--- config.mk ---
export PLATFORM = sky130hd
export DESIGN_NAME = prog_loader
export DESIGN_NICKNAME = d
export VERILOG_FILES = /design/src/rtl/prog_loader.sv
export SDC_FILE = /design/constraint.sdc
export NUM_CORES = 1
export LEC_CHECK = 0
export BUFFER_PORTS_ARGS = -buffer_cell sky130_fd_sc_hd__buf_2
export CORE_MARGIN = 4
export CORE_UTILIZATION = 40
export DETAILED_ROUTE_END_ITERATION = 12
export PLACE_DENSITY = 0.65
export SLEW_MARGIN = 20
export SYNTH_ARGS = -nofsm -noshare
export SYNTH_HDL_FRONTEND = slang
export SYNTH_SLANG_ARGS = --single-unit
--- constraint.sdc ---
create_clock -name clk -period 4.35 [get_ports clk]
set_input_delay 1.0875 -clock clk [delete_from_list [all_inputs] [get_ports clk]]
set_output_delay 1.0875 -clock clk [all_outputs]
set_load 0.02 [all_outputs]
--- src/rtl/prog_loader.sv ---
// Byte-stream program loader: receives framed images over a valid/ready
// byte port and writes them into CPU RAM while holding the CPU off the bus.
module prog_loader #(
    parameter int ADDR_W = 16
) (
    input  logic              clk,
    input  logic              rst,
    input  logic              enable,
    input  logic [7:0]        rx_data,
    input  logic              rx_valid,
    output logic              rx_ready,
    output logic [ADDR_W-1:0] mem_addr,
    output logic [7:0]        mem_data,
    output logic              mem_we,
    output logic              cpu_hold,
    output logic              busy,
    output logic              done,
    output logic              err
);

    typedef enum logic [2:0] {
        S_IDLE,
        S_ADDR_HI,
        S_ADDR_LO,
        S_LEN,
        S_DATA,
        S_WRITE,
        S_CSUM,
        S_DONE
    } state_t;

    state_t      state;
    logic [7:0]  sum;
    logic [7:0]  sum_next;
    logic [7:0]  addr_hi;
    logic [8:0]  remaining;
    logic        xfer;

    // A byte moves only when the source offers it and we advertised ready.
    always_comb begin
        xfer     = rx_valid && rx_ready;
        sum_next = sum + rx_data;
    end

    // Frame parser, RAM write sequencer and registered outputs.
    always_ff @(posedge clk or negedge rst) begin
        if (!rst) begin
            state     <= S_IDLE;
            sum       <= 8'h00;
            addr_hi   <= 8'h00;
            remaining <= 9'd0;
            rx_ready  <= 1'b0;
            mem_addr  <= '0;
            mem_data  <= 8'h00;
            mem_we    <= 1'b0;
            cpu_hold  <= 1'b0;
            busy      <= 1'b0;
            done      <= 1'b0;
            err       <= 1'b0;
        end else begin
            mem_we <= 1'b0;
            done   <= 1'b0;
            if (state != S_IDLE && !enable) begin
                // Losing enable mid-frame abandons the frame and flags it.
                state    <= S_IDLE;
                err      <= 1'b1;
                cpu_hold <= 1'b0;
                busy     <= 1'b0;
                rx_ready <= 1'b0;
            end else begin
                unique case (state)
                    S_IDLE: begin
                        rx_ready <= enable;
                        if (xfer && enable && rx_data == 8'hA5) begin
                            state    <= S_ADDR_HI;
                            cpu_hold <= 1'b1;
                            busy     <= 1'b1;
                            err      <= 1'b0;
                            sum      <= 8'h00;
                        end
                    end
                    S_ADDR_HI: begin
                        if (xfer) begin
                            addr_hi <= rx_data;
                            sum     <= sum_next;
                            state   <= S_ADDR_LO;
                        end
                    end
                    S_ADDR_LO: begin
                        if (xfer) begin
                            mem_addr <= ADDR_W'({addr_hi, rx_data});
                            sum      <= sum_next;
                            state    <= S_LEN;
                        end
                    end
                    S_LEN: begin
                        if (xfer) begin
                            remaining <= (rx_data == 8'h00) ? 9'd256
                                                            : {1'b0, rx_data};
                            sum       <= sum_next;
                            state     <= S_DATA;
                        end
                    end
                    S_DATA: begin
                        if (xfer) begin
                            mem_data <= rx_data;
                            sum      <= sum_next;
                            mem_we   <= 1'b1;
                            rx_ready <= 1'b0;
                            state    <= S_WRITE;
                        end
                    end
                    S_WRITE: begin
                        mem_addr  <= mem_addr + ADDR_W'(1);
                        remaining <= remaining - 9'd1;
                        rx_ready  <= 1'b1;
                        state     <= (remaining == 9'd1) ? S_CSUM : S_DATA;
                    end
                    S_CSUM: begin
                        if (xfer) begin
                            if (sum_next == 8'h00) begin
                                done <= 1'b1;
                            end else begin
                                err <= 1'b1;
                            end
                            cpu_hold <= 1'b0;
                            busy     <= 1'b0;
                            rx_ready <= 1'b0;
                            state    <= S_DONE;
                        end
                    end
                    S_DONE: begin
                        rx_ready <= enable;
                        state    <= S_IDLE;
                    end
                    default: begin
                        state <= S_IDLE;
                    end
                endcase
            end
        end
    end

endmodule

==> out/metrics.yaml <==
run_status:
  status: "complete, no violations"
detailed_routing:
  first_iter_violations: 132
  wl_per_cell_um: 16.59
  wl_um: 8330
  drc: 0
  vias_per_cell: 5.713
  dr.pass1.iters: 4
  num_vias: 2868
  ant_nets: 0
synth:
  synth_edf_count: 0
  seq_area_frac_synth_pct: 42.74
  synth-compound-area-share_pct: 22.72
  synth_flop_cell: "dfrtp_1"
  synthArstFlopShare_pct: 100.0
  synthesis.nets: 378
  synth_top_family_by_area: "compound AO/OA/AOI/OAI gates"
  synthAdderAreaFrac_pct: 4.349
  synth_xor_area_share_pct: 0.7874
  ys_seq_elements: 57
  yosysTopAreaCellShare_pct: 42.74
  yosys-mux-area-fraction_pct: 5.737
  syn_avg_cell_area_sq_um: 9.400
  ys_top_cells_by_area: "dfrtp_1 (43%), mux2_2 (5.4%), ha_1 (3.7%), nand2_1 (3.7%), o21ai_0 (3.6%)"
  synth.largest_area_cell: "dfrtp_1"
  ys_types: 66
  syn-instance-count: 355
  yosysWarnings: 0
  synthSimpleGateAreaFrac_pct: 19.69
  syn_area_sq_um: 3337
cells_and_area:
  seq_area_sq_um: 1426
  fillers: 781
  drive_gt1_share_pct: 20.91
  final_core_util_pct: 46.57
  most-common-layout-cells: "dfrtp_1 (57), buf_2 (41), nand2_1 (33), nor2_1 (29), o21ai_0 (24)"
  area_growth_pct: 14.10
  mostFrequentLayoutCell: "dfrtp_1"
  multi_input_area_sq_um: 1778
  n_antenna_cell: 0
  nNetsFinal: 416
timing:
  period_minus_slack_ns: 2.842
  skew_ns: 0.009905
  drv_slew: 0
  fin_ws_ns: 1.508
  setup_viol: 0
  hold_viol: 0
  setup_tns_ns: 0
  rsz0062_at_grt: "no"
  worst_slew_pin_slew_ns: 0.7080
  relSlewSlack_pct: 52.20
  fin_crit_sh_pct: 65.33
  fmaxAchievable_mhz: 351.9
grt:
  overflow: 0
  grtUsageTotal_pct: 17.81
  antenna_found_initial: 0
  grt_start_max_net_pins: 41
  grt_pass1_wl_um: 14070
  grt_pass1_vias: 2716
placed_design:
  preCtsSetupSlack_ns: 1.151
  port_buffers: 41
  gp_congestion: 0.8488
  dpl.hpwl_um: 5853
hold_path:
  hold_class: "reg -> reg"
clocking:
  cts_sinks: 57
  clock_latency_ns: 0.34
  cts_tree: "done"
  post_cts_resize_count: 0
  hold_buffers: 0
  post_cts_buffers: 0
  cts.clk_slew.worst_paths_ns: 0.07
  clk_path_buf_depth: 2
  htreeDepth: 3
  cts_made_buffers: 9
  root_buffer: "clkbuf_8"
floorplan:
  chipWidth_um: 99.34
  initial_core_util_pct: 40.82
  fp.dieH_um: 99.34
  coreArea_sq_um: 8175
  row_count: 33
  ios: 42
  die-area_sq_um: 9867
setup_path:
  setup.worst_path.start_class: "primary input"
  critical_path_arrival_ns: 3.06
  crit_type: "in -> reg"
  critPathMaxFanout: 6
  crit_required_ns: 4.57
  crit_path_end_kind: "flip-flop"
power:
  p_leak_nw: 1.723
  ir_worst_vdd_mv: 0.1935
  p_per_area_nw_per_um2: 316.6
job:
  max-cap-violations: 0
## cells in the mapped netlist (all sizes together) (2+ instances only)
cell     count
dfrtp       57
o21ai       34
nand2       33
nor2        30
a21oi       20
mux2        17
inv         13
buf         12
nand3       12
ha          10
nor3         9
a22o         7
o31ai        7
nand4        6
o22ai        6
and2         5
clkbuf       5
nor4         5
a22oi        4
a2bb2oi      4
a31oi        4
and3         4
or3          4
a211oi       3
nor3b        3
o211ai       3
o21a         3
xnor2        3
nand2b       2
nand3b       2
nand4b       2
nor2b        2
o22a         2
o2bb2ai      2
or4          2
## registers in the layout (all words and copies together) (netlist names)
signal and cells:
rx_ready 1, sum 8, mem_addr 16, remaining 9, mem_we 1, mem_data 8, addr_hi 8, state 3
err 1, done 1, busy 1
## per-stage QoR
stage | instance area (sq um) | hold WS [ns] | cells | power (W)
6_report | 3807 | 0.4933 | 502 | 0.001205
5_1_grt | 3807 | 0.5231 | 502 | 0.001264
4_1_cts | 3807 | 0.4987 | 502 | 0.001219
3_5_place_dp | 3612 | 0.4841 | 487 | 0.0007181
3_3_place_gp | 3612 | 0.4794 | 487 | 0.0007153
2_1_floorplan | 3337 | 0.4515 | 355 | 0.0006600
## per-layer routing
layer | track usage, % | routed length [um]
met4 | 3.676 | 79
met3 | 4.769 | 399
met1 | 24.55 | 3906
met2 | 28.31 | 3945
met5 | 0 | 0
## cells by family (layout without fill, tap and decap cells)
kind of cell               Yosys count  in the layout
and+or+nand+nor                    125            125
adders and majority gates           11             11
buffers and inverters               30             72
muxes                               17             17
xor gates and xnor gates             3              3
AOI/OAI and AO/OA                  112            112
DFF                                 57             57
## worst max-delay path: stages
cell      delay (ns)
buf_2           0.14
ha_1            0.24
fa_1            0.41
a211oi_1        0.37
nor2_1          0.11
xnor2_1         0.23
nand4_1         0.15
a221o_1         0.33
## final timing paths
kind | endpoint | slack, ns | startpoint | depth (start not counted)
worst max-delay path | err | 1.51 | rx_data[0] | 8
min in group asynchronous | mem_addr[9] | 0.74 | rst | 1
worst min-delay path | sum[3] | 0.49 | sum[3] | 2
worst min register to register | sum[3] | 0.49 | sum[3] | 2
worst max register to register | err | 2.04 | sum[0] | 7
max in group asynchronous | sum[6] | 2.75 | rst | 2
## where the power goes
| part | switching [W] | internal (W) | total, W |
|---|---|---|---|
| sequential | 0.0000229 | 0.000549 | 0.000572 |
| combinational | 0.0000858 | 0.0000486 | 0.000134 |
| clock | 0.000208 | 0.000291 | 0.000499 |
| total | 0.000316 | 0.000889 | 0.00121 |
## final cells by class
type                            instances  share of cell area (%)
Inverter                               13                   1.282
Clock inverter                          3                   1.052
Clock buffer                           12                   4.075
Timing Repair Buffer                   44                   5.981
Multi-Input combinational cell        268                   46.70
Sequential cell                        57                   37.46
Tap cell                              105                   3.451
(Power assumes the default switching activity.)
